==> config.mk <==
export PLATFORM = sky130hd
export DESIGN_NAME = uart_tx_flat
export DESIGN_NICKNAME = d
export VERILOG_FILES = /design/src/rtl/uart_tx_if.sv /design/src/rtl/uart_tx.sv /design/src/flat_wrapper.sv
export SDC_FILE = /design/constraint.sdc
export NUM_CORES = 1
export LEC_CHECK = 0
export CORE_MARGIN = 1
export CORE_UTILIZATION = 50
export CTS_CLUSTER_SIZE = 30
export DETAILED_ROUTE_END_ITERATION = 16
export GPL_TIMING_DRIVEN = 0
export MAX_ROUTING_LAYER = met4
export PLACE_DENSITY = 0.9
export SKIP_CTS_REPAIR_TIMING = 1
export SLEW_MARGIN = 10
export SYNTH_ARGS = -nofsm -noshare
export SYNTH_HDL_FRONTEND = slang
export SYNTH_SLANG_ARGS = --single-unit
==> constraint.sdc <==
create_clock -name clk -period 8.17 [get_ports clk]
set_input_delay 2.451 -clock clk [delete_from_list [all_inputs] [get_ports clk]]
set_output_delay 2.451 -clock clk [all_outputs]
set_load 0.03 [all_outputs]
==> src/rtl/uart_tx_if.sv <==
// uart_tx_if: CPU data-bus signals seen by the UART transmitter peripheral.
// The CPU side drives the request; the peripheral returns read data.
interface uart_tx_if;
    logic [31:0] addr;
    logic        en;
    logic        we;
    logic [3:0]  byte_sel;
    logic [31:0] data_in;
    logic [31:0] data_out;

    modport master (
        output addr, en, we, byte_sel, data_in,
        input  data_out
    );

    modport slave (
        input  addr, en, we, byte_sel, data_in,
        output data_out
    );
endinterface

==> src/rtl/uart_tx.sv <==
// uart_tx: memory-mapped UART transmitter with a 4-entry byte FIFO.
// DATA at BASE_ADDR (write pushes a byte), STATUS at BASE_ADDR+4
// ({ovf, count, empty, full, busy}, ovf is write-1-clear on bit 6).
// Build option: define UART_TX_PARITY_EN for 8E1 frames (STATUS bit 7 = 1);
// otherwise frames are 8N1 and STATUS bit 7 = 0.
module uart_tx #(
    parameter int          CLKS_PER_BIT = 43,
    parameter logic [31:0] BASE_ADDR    = 32'hFFFFFC40
) (
    input  logic       clk,
    input  logic       rst,
    uart_tx_if.slave   bus,
    output logic       tx
);

    localparam int                BAUD_W      = (CLKS_PER_BIT > 1) ? $clog2(CLKS_PER_BIT) : 1;
    localparam logic [BAUD_W-1:0] BAUD_LAST   = BAUD_W'(CLKS_PER_BIT - 1);
    localparam logic [31:0]       STATUS_ADDR = BASE_ADDR + 32'd4;

`ifdef UART_TX_PARITY_EN
    localparam logic PARITY_BUILD = 1'b1;
    typedef enum logic [2:0] {IDLE = 3'd0, START = 3'd1, DATA = 3'd2, PARITY = 3'd3, STOP = 3'd4} state_t;
`else
    localparam logic PARITY_BUILD = 1'b0;
    typedef enum logic [2:0] {IDLE = 3'd0, START = 3'd1, DATA = 3'd2, STOP = 3'd4} state_t;
`endif

    // Bus decode
    logic data_wr;
    logic status_wr;
    assign data_wr   = bus.en && bus.we && bus.byte_sel[0] && (bus.addr == BASE_ADDR);
    assign status_wr = bus.en && bus.we && bus.byte_sel[0] && (bus.addr == STATUS_ADDR);

    // Upper write-data bits and lanes 1..3 carry nothing for this block.
    logic unused_bus_bits;
    assign unused_bus_bits = ^{bus.data_in[31:8], bus.byte_sel[3:1]};

    // FIFO
    logic [7:0] fifo_mem [4];
    logic [1:0] wr_ptr;
    logic [1:0] rd_ptr;
    logic [2:0] count;
    logic       full;
    logic       empty;
    logic       ovf;
    logic       pop;
    logic       push;
    logic       overflow;

    assign full     = (count == 3'd4);
    assign empty    = (count == 3'd0);
    // A pop in the same cycle frees the slot, so a write to a full FIFO still lands.
    assign push     = data_wr && (!full || pop);
    assign overflow = data_wr && full && !pop;

    // FSM / shifter state
    state_t            state, state_d;
    logic [7:0]        sh, sh_d;
    logic [2:0]        bit_cnt, bit_cnt_d;
    logic [BAUD_W-1:0] baud, baud_d;
    logic              tx_d;
    logic              baud_done;
`ifdef UART_TX_PARITY_EN
    logic              par, par_d;
`endif

    assign baud_done = (baud == BAUD_LAST);

    // FIFO pointers, occupancy and sticky overflow flag
    always_ff @(posedge clk) begin
        // NOTE: sequential state uses non-blocking assignments so every register samples pre-edge values.
        if (rst) begin
            wr_ptr <= '0;
            rd_ptr <= '0;
            count  <= '0;
            ovf    <= 1'b0;
        end else begin
            if (push) wr_ptr <= wr_ptr + 2'd1;
            if (pop)  rd_ptr <= rd_ptr + 2'd1;
            case ({push, pop})
                2'b10:   count <= count + 3'd1;
                2'b01:   count <= count - 3'd1;
                default: count <= count;
            endcase
            if (overflow)
                ovf <= 1'b1;
            else if (status_wr && bus.data_in[6])
                ovf <= 1'b0;
        end
    end

    // FIFO storage write
    always_ff @(posedge clk) begin
        // NOTE: storage is not reset; the pointers and count define which entries are valid.
        if (push) fifo_mem[wr_ptr] <= bus.data_in[7:0];
    end

    // FSM state and datapath registers
    always_ff @(posedge clk) begin
        if (rst) begin
            state   <= IDLE;
            sh      <= '0;
            bit_cnt <= '0;
            baud    <= '0;
            tx      <= 1'b1;
`ifdef UART_TX_PARITY_EN
            par     <= 1'b0;
`endif
        end else begin
            state   <= state_d;
            sh      <= sh_d;
            bit_cnt <= bit_cnt_d;
            baud    <= baud_d;
            tx      <= tx_d;
`ifdef UART_TX_PARITY_EN
            par     <= par_d;
`endif
        end
    end

    // Next-state, frame sequencing and FIFO pop
    always_comb begin
        // NOTE: every output of this block gets a default first so no latch is inferred.
        state_d   = state;
        sh_d      = sh;
        bit_cnt_d = bit_cnt;
        baud_d    = baud;
        tx_d      = tx;
        pop       = 1'b0;
`ifdef UART_TX_PARITY_EN
        par_d     = par;
`endif
        case (state)
            IDLE: begin
                baud_d    = '0;
                bit_cnt_d = '0;
                if (!empty) begin
                    pop     = 1'b1;
                    sh_d    = fifo_mem[rd_ptr];
                    tx_d    = 1'b0;
                    state_d = START;
`ifdef UART_TX_PARITY_EN
                    par_d   = ^fifo_mem[rd_ptr];
`endif
                end else begin
                    tx_d = 1'b1;
                end
            end
            START: begin
                if (baud_done) begin
                    baud_d  = '0;
                    tx_d    = sh[0];
                    state_d = DATA;
                end else begin
                    baud_d = baud + 1'b1;
                end
            end
            DATA: begin
                if (baud_done) begin
                    baud_d = '0;
                    if (bit_cnt == 3'd7) begin
`ifdef UART_TX_PARITY_EN
                        tx_d    = par;
                        state_d = PARITY;
`else
                        tx_d    = 1'b1;
                        state_d = STOP;
`endif
                    end else begin
                        sh_d      = sh >> 1;
                        tx_d      = sh[1];
                        bit_cnt_d = bit_cnt + 3'd1;
                    end
                end else begin
                    baud_d = baud + 1'b1;
                end
            end
`ifdef UART_TX_PARITY_EN
            PARITY: begin
                if (baud_done) begin
                    baud_d  = '0;
                    tx_d    = 1'b1;
                    state_d = STOP;
                end else begin
                    baud_d = baud + 1'b1;
                end
            end
`endif
            STOP: begin
                if (baud_done) begin
                    baud_d  = '0;
                    state_d = IDLE;
                end else begin
                    baud_d = baud + 1'b1;
                end
            end
            default: begin
                tx_d    = 1'b1;
                state_d = IDLE;
            end
        endcase
    end

    // Combinational register read-back
    logic        busy;
    logic [31:0] status;
    assign busy   = (state != IDLE) || !empty;
    assign status = {24'b0, PARITY_BUILD, ovf, count, empty, full, busy};

    always_comb begin
        bus.data_out = 32'h0;
        if (bus.addr == STATUS_ADDR) bus.data_out = status;
    end

endmodule

==> src/flat_wrapper.sv <==
// flat-port wrapper written by rule: the top's interface ports become plain ports
module uart_tx_flat 
#(
    parameter int          CLKS_PER_BIT = 43,
    parameter logic [31:0] BASE_ADDR    = 32'hFFFFFC40
)
  (clk, rst, tx, bus_addr, bus_en, bus_we, bus_byte_sel, bus_data_in, bus_data_out);
  uart_tx_if bus_i ();
  input  logic clk;
  input  logic rst;
  output logic tx;
  input wire logic [$bits(bus_i.addr)-1:0] bus_addr;
  input wire logic [$bits(bus_i.en)-1:0] bus_en;
  input wire logic [$bits(bus_i.we)-1:0] bus_we;
  input wire logic [$bits(bus_i.byte_sel)-1:0] bus_byte_sel;
  input wire logic [$bits(bus_i.data_in)-1:0] bus_data_in;
  output wire logic [$bits(bus_i.data_out)-1:0] bus_data_out;
  assign bus_i.addr = bus_addr;
  assign bus_i.en = bus_en;
  assign bus_i.we = bus_we;
  assign bus_i.byte_sel = bus_byte_sel;
  assign bus_i.data_in = bus_data_in;
  assign bus_data_out = bus_i.data_out;
  uart_tx #(.CLKS_PER_BIT(CLKS_PER_BIT), .BASE_ADDR(BASE_ADDR)) u_core (.clk(clk), .rst(rst), .bus(bus_i), .tx(tx));
endmodule
Yosys cells after proc, flatten, opt, wreduce, memory -nomap -nowiden
Memory sizes are Yosys's and may differ from the RTL's. A register that Yosys moved wholly into a read port is not among the register bits.
Cells that the tools add are included.
- register bits: 29
- RAM bits: 32
- bits of input ports: 72
- output and inout port bits: 33
- logic and storage cells: 88
- memories: 1
- memories (memory ; words ; bits a word ; read ports ; clocked after Yosys merged registers in ; wr ports ; RTL line ; RTL):
    u_core.fifo_mem ; 4 ; 8 ; 1 ; 1 ; 1 ; uart_tx.sv:39 ; logic [7:0] fifo_mem [4];
- add/sub/neg operators: 6
- eq/ne operators: 16
- mux-type cells: 30
- bitwise logic cells: 1
- reductions and logical operators: 25
- operators with widths (cell ; count):
    $eq A32 B32 Y1 const B ; 2
    $mux W8 ; 3
    $mux W3 ; 7
    $pmux W8 S2 ; 1
    $pmux W3 S2 ; 2
    $pmux W3 S4 ; 1
    $pmux W6 S2 ; 1
    $mux W1 ; 10
    $eq A3 B3 Y1 const B ; 3
    $logic_and A1 B1 Y1 ; 8
    $ne A2 B1 Y1 const B ; 4
    $reduce_bool A2 Y1 ; 4
    $mux W7 ; 1
    $add A3 B1 Y3 const B ; 2
    $add A6 B1 Y6 const B ; 1
    $eq A6 B6 Y1 const B ; 1
    $logic_not A3 Y1 ; 2
    $mux W6 ; 1
    $reduce_and A3 Y1 ; 2
    $reduce_and A5 Y1 ; 1
    $add A2 B1 Y2 const B ; 2
    $mux W2 ; 2
    $ne A2 B2 Y1 const B ; 2
    $pmux W1 S4 ; 1
    other kinds (11) ; 14

Depth between registers and ports, before layout
Gate-level depths: netlist of run 1.
- depth in word-level cells: 7
- depth in mapped cells: 10
- depth with buffers taken out: 9

Worst setup path after synthesis of run 1
Ideal clock, no wire load.
- path kind: input port to output port
- from: in bus_addr[1]
- to: out bus_data_out[1]
- arrival: 4.386 ns
- data required time: 5.719 ns
- path slack: 1.333 ns
- stages: 4
- buffers on the path: 0
- cells stage by stage: or4_4 > nor4_4 > nand3_1 > nor4_1
- word-level cells in the longest chain between the ends: 2
- ends and longest elaborated chain (item ; RTL line ; RTL):
    from (decl) ; flat_wrapper.sv:12 ; input wire logic [$bits(bus_i.addr)-1:0] bus_addr;
    $eq A32 B32 Y1 ; uart_tx.sv:212 ; if (bus.addr == STATUS_ADDR) bus.data_out = status;
    $mux W7 ; uart_tx.sv:212 ;
    to (decl) ; flat_wrapper.sv:17 ; output wire logic [$bits(bus_i.data_out)-1:0] bus_data_out;
No other way between the ends.

Worst setup path after layout of run 1
- from: in bus_addr[0]
- to: out bus_data_out[1]
Same word-level chain as after synthesis.

==> results of run 1 <==
## critical path: cells and delay by family
kind,cells,cell delay (ps)
buffers and inverters,2,1140
AND/OR/NAND/NOR,4,1310
## power by group
group / internal (mW) / switching (mW)
registers: 0.331 / 0.0000000000880
clock network: 0.113 / 0.139
logic: 0.0281 / 0.0254
## layout by cell type (no fill, tap or decap), types with 2 or more instances in the layout
cell type / n
clkinvlp_4: 2
mux2i_1: 10
dfxtp_1: 31
o31ai_1: 2
xnor2_1: 3
inv_6: 4
conb_1: 25
edfxtp_1: 32
nand4_1: 6
nor2_1: 37
nor3_1: 6
xor2_1: 3
inv_1: 11
nor2b_1: 3
clkdlybuf4s50_1: 52
o21ai_0: 7
mux2_2: 7
a211oi_1: 5
and3_2: 6
a21oi_1: 11
nor4_1: 3
clkbuf_1: 7
mux4_2: 8
nand2b_1: 3
buf_4: 25
nand4b_1: 2
clkbuf_8: 12
nand2_1: 8
nand3_1: 6
and3_1: 2
a22oi_1: 2
or3_1: 2
ha_1: 9
## worst paths after layout
| path | to | start | slack, ps | cells past startpoint |
|---|---|---|---|---|
| worst min register to register | u_core.sh[7] | u_core.sh[7] | 460 | 2 |
| worst min-delay path | u_core.sh[7] | u_core.sh[7] | 460 | 2 |
| worst max-delay path | bus_data_out[1] | bus_addr[0] | 810 | 6 |
| worst max register to register | u_core.count[2] | u_core.state[0] | 5370 | 10 |
## layout make-up
class                           count  area [um2]  share of cell area
Sequential cell                    63        1580               0.386
Multi-Input combinational cell    197        1420               0.346
Buffer                             37         264              0.0644
Inverter                           11        41.3              0.0101
Tap cell                           75        93.8              0.0229
Timing Repair Buffer               52         520               0.127
Clock buffer                        9         124              0.0302
Clock inverter                      7        55.1              0.0134
## cell families (layout without fill, tap and decap cells)
group,count (synthesis),count (layout),share of synthesized area
AND/OR/NAND/NOR,92,92,0.155
flip-flops,63,63,0.492
buffers and inverters,48,116,0.0950
AO/OA/AOI/OAI,39,39,0.0868
multiplexers,25,25,0.112
adder cells (fa/ha/maj),10,10,0.0413
XOR/XNOR,6,6,0.0164
other,1,25,0.00117
## flip-flops by register name, summed over array words and instances, names as in the netlist, named ones only
name and cells:
u_core.baud 6, u_core.bit_cnt 3, u_core.count 3, u_core.fifo_mem 32
u_core.ovf 1, u_core.rd_ptr 2, u_core.sh 8, u_core.state 3
u_core.tx 1, u_core.wr_ptr 2
## per-layer routing
layer  vias to the layer above  wire [um]  GRT usage
met5                         -          0          -
met4                         0        142      0.132
met3                        16        328     0.0374
met2                        91       3560      0.406
met1                      1142       2660      0.229
li1                       1168          -          -
## per-stage QoR
step	instances	setup slack, ps	cell area, um2	utilization
2_1_floorplan	308	1330	3300	-
3_3_place_gp	435	842	3920	0.646
3_5_place_dp	435	804	3920	0.646
4_1_cts	451	795	4100	0.676
5_1_grt	451	693	4100	0.676
6_report	451	807	4100	0.676
==> results.yml, run 1 <==
worst_hold_path:
  hold_class: "flop to flop"
yosys:
  yosysTopAreaCellShare: 0.299
  ys_async_sr_fraction: 0
  synth_cells: 284
  synth_area_leaders: "edfxtp_1 30%, dfxtp_1 19%, buf_4 5.8%"
  synthFlopType: "edfxtp_1"
  synth_largest_area_cell: "edfxtp_1"
  synth_area_um2: 3210
  avgSynthCellArea_um2: 11.3
  yosysMostFrequentCell: "nor2_1"
  synth_edf_count: 32
  yosys_register_bits: 63
  synth_common_cells: "37 x nor2_1, 32 x edfxtp_1, 31 x dfxtp_1, 25 x buf_4"
  yosys_warnings: 0
  synth.distinct_cells: 53
  synth-seq-area-share: 0.492
detailed_routing:
  via_per_inst: 5.36
  drc_errors: 0
  drtAntennaViolNets: 0
  first_pass_iters: 4
  wl_per_cell_um: 14.8
  vias: 2417
  drt_iter0_markers: 107
  wl_mm: 6.69
power:
  p_leak_nw: 1.58
  ir_worst_vdd_uv: 140
  powerDensity_nw_per_um2: 156
  power.total_uw: 638
timing:
  max_freq_mhz: 136
  slew_headroom: 0.561
  fin_setup_tns_ps: 0
  post-route-period-util: 0.901
  post-route-min-period_ps: 7360
  hold_viol_final: 0
  hold_ws_ps: 464
  fin_skew_ps: 5.70
  tightest_slew_ps: 655
  final_max_slew_viol_count: 0
  rsz0062_at_grt: "false"
  finalSetupViolCount: 0
floorplanning:
  io_pins: 105
  num_rows: 28
  core_area_um2: 6060
  die_y_um: 82.2
  die_area_um2: 6750
  start_util: 0.530
  fp.dieW_um: 82.2
grt:
  grt_pass1_wl_mm: 10.7
  grt_usage: 0.225
  grt_pass1_vias: 2343
  grt_max_degree: 14
  grt_overflow_total: 0
  antenna_found_initial: 0
layout:
  n_fill_cell: 448
  drive_gt1_frac: 0.202
  area_growth_pct: 27.5
  final_nets: 453
  antenna_cells: 0
setup_path:
  cp.required_ps: 5720
  start_kind: "input port"
  slowest_delay_ps: 720
  critPathSlowestCell: "clkdlybuf4s50_1"
  end_kind: "output port"
  path_max_fanout: 7
  cpMostUsedCell: "clkdlybuf4s50_1"
  cp.arrival_ps: 4910
  crit_chain: "clkdlybuf4s50_1, or4_4, nor4_4, nand3_1, nor4_1, clkdlybuf4s50_1"
  crit_type: "input port to output port"
clock_network:
  clockBufferDepth: 2
  cts_tree: "done"
  clkLatencyLatePin_ps: 350
  clkTransAtPathRegs_ps: 70
  cts_made_buffers: 9
  htreeDepth: 3
  cts.sinks: 63
  cts_root_buf: "clkbuf_8"
place:
  dp_hpwl_mm: 4.76
  port_buffers: 52
  place.gp.congestion: 0.827
outcome:
  status: "completed"
job:
  maxCapViolCount: 0
Power figures use the tool's default switching activity.
==> run 2, diff against run 1 <==
--- a/config.mk
+++ b/config.mk
@@ -6,12 +6,12 @@
 export NUM_CORES = 1
 export LEC_CHECK = 0
 export CORE_MARGIN = 1
-export CORE_UTILIZATION = 50
+export CORE_UTILIZATION = 46
 export CTS_CLUSTER_SIZE = 30
 export DETAILED_ROUTE_END_ITERATION = 16
 export GPL_TIMING_DRIVEN = 0
 export MAX_ROUTING_LAYER = met4
-export PLACE_DENSITY = 0.9
+export PLACE_DENSITY = 0.84
 export SKIP_CTS_REPAIR_TIMING = 1
 export SLEW_MARGIN = 10
 export SYNTH_ARGS = -nofsm -noshare
==> constraint.sdc (replaced) <==
create_clock -name clk -period 7.67 [get_ports clk]
set_input_delay 2.301 -clock clk [delete_from_list [all_inputs] [get_ports clk]]
set_output_delay 2.301 -clock clk [all_outputs]
set_load 0.03 [all_outputs]
==> run 2 against run 1 <==
  * Combinational power increased by 5.8%
  * Register-to-register slack got worse by 470 ps
  * Utilization decreased by 6.9 points
  * Clock power increased by 2%
  * Critical path depth unchanged
  * Non-clock buffer count unchanged
  * Flip-flop and latch count unchanged
  * Largest power group unchanged
==> results.yml, run 2 (synthesized netlist as in run 1, its figures left out) <==
outcome:
  status: "completed"
place:
  place.gp.congestion: 0.823
  port_buffers: 52
  dp_hpwl_mm: 4.78
  placed_area_um2: 3920
layout:
  final_design_area_no_fill_um2: 4100
  final_core_util: 0.607
  top_regs: "u_core.fifo_mem: 32 flops, u_core.sh: 8 flops, u_core.baud: 6 flops"
  largest_register_ffs: 32
  layout_commonest_cell: "clkdlybuf4s50_1"
  antenna_cells: 0
  drive_gt1_frac: 0.202
  final_nets: 453
  area_growth_pct: 27.7
  final_cell_mix: "52 x clkdlybuf4s50_1, 37 x nor2_1, 32 x edfxtp_1"
  top_register: "u_core.fifo_mem"
job:
  maxCapViolCount: 0
worst_hold_path:
  min_delay_worst_endpoint: "u_core.sh[7]"
  whs_path_depth: 2
  min_from: "u_core.sh[7]"
  hold_class: "flop to flop"
setup_path:
  path_max_fanout: 7
  cp.required_ps: 5370
  cp.arrival_ps: 4770
  r2r_setup_slack_ps: 4900
  start_kind: "input port"
  rr_startpoint: "u_core.state[0]"
  end_kind: "output port"
  crit_type: "input port to output port"
  regToRegEndpoint: "u_core.count[2]"
  worst-r2r-cell-count: 10
timing:
  slew_headroom: 0.536
  hold_viol_final: 0
  post-route-min-period_ps: 7080
  finalSetupViolCount: 0
  fin_skew_ps: 11.8
  final_max_slew_viol_count: 0
  tightest_slew_ps: 696
  fin_setup_tns_ps: 0
  post-route-period-util: 0.922
  rsz0062_at_grt: "false"
  hold_ws_ps: 456
  max_freq_mhz: 141
grt:
  grt_pass1_vias: 2371
  grt_overflow_total: 0
  grt_max_degree: 14
  grt_pass1_wl_mm: 10.9
  grt_usage: 0.201
  antenna_found_initial: 0
floorplanning:
  die_area_um2: 7320
  num_rows: 30
  start_util: 0.476
  die_y_um: 85.6
  core_area_um2: 6760
  io_pins: 105
  fp.dieW_um: 85.6
detailed_routing:
  drt_iter0_markers: 123
  wl_per_cell_um: 14.2
  drtAntennaViolNets: 0
  via_per_inst: 5.22
  drc_errors: 0
  wl_mm: 6.46
  vias: 2379
  first_pass_iters: 4
clock_network:
  clkLatencyLatePin_ps: 350
  cts_tree: "done"
  cts_root_buf: "clkbuf_8"
  cts.sinks: 63
  htreeDepth: 3
  clkTransAtPathRegs_ps: 70
  cts_made_buffers: 9
  clockBufferDepth: 2
power:
  p_leak_nw: 1.58
  powerDensity_nw_per_um2: 163
  ir_worst_vdd_uv: 147
[run 2: cell count changes in the layout (fill, tap and decap cells not counted), sizes merged]
cell / before / now
inv: 15 / 14
clkinv: 1 / 2
[run 2: worst max-delay path by stage]
stage	from	end	slack, ps	depth (start not counted)
global route	bus_addr[22]	bus_data_out[1]	370	6
CTS	bus_addr[1]	bus_data_out[1]	600	6
finish	bus_addr[1]	bus_data_out[1]	590	6
global placement	bus_addr[1]	bus_data_out[1]	640	6
floorplan	bus_addr[1]	bus_data_out[1]	1130	4
detailed placement	bus_addr[1]	bus_data_out[1]	600	6
[run 2: worst max-delay path, stage by stage]
cell             delay, ps
clkdlybuf4s50_1        400
or4_4                  550
nor4_4                 270
nand3_1                270
nor4_1                 250
clkdlybuf4s50_1        720
[run 2: area by class of cell]
cell class | instances | area, um2
Tap cell | 80 | 100
Sequential cell | 63 | 1580
Multi-Input combinational cell | 197 | 1420
Buffer | 37 | 264
Timing Repair Buffer | 52 | 520
Fill cell | 566 | 2650
Clock buffer | 9 | 124
Clock inverter | 7 | 55.1
Inverter | 11 | 41.3
[run 2: report_power, final]
group / internal [mW] / switching, mW / leakage, nW / total (mW)
logic: 0.0299 / 0.0267 / 0.957 / 0.0566
registers: 0.353 / 0.0000000000941 / 0.537 / 0.353
clock network: 0.120 / 0.139 / 0.0866 / 0.259
[run 2: layer usage]
metal  share of wire  vias up  global-route usage  routed length (um)
met4           0.012        0              0.0864                  80
met3           0.042       10              0.0597                 268
met5               0        -                   -                   0
li1                -     1167                   -                   -
met2            0.53       53               0.343                3440
met1            0.41     1149               0.217                2670
[run 2: per-stage QoR]
stage | total power [mW] | cells | worst slack (ps)
2_1_floorplan | 0.391 | 308 | 1130
4_1_cts | 0.677 | 456 | 604
6_report | 0.668 | 456 | 595
3_5_place_dp | 0.417 | 440 | 604
5_1_grt | 0.693 | 456 | 368
3_3_place_gp | 0.416 | 440 | 642
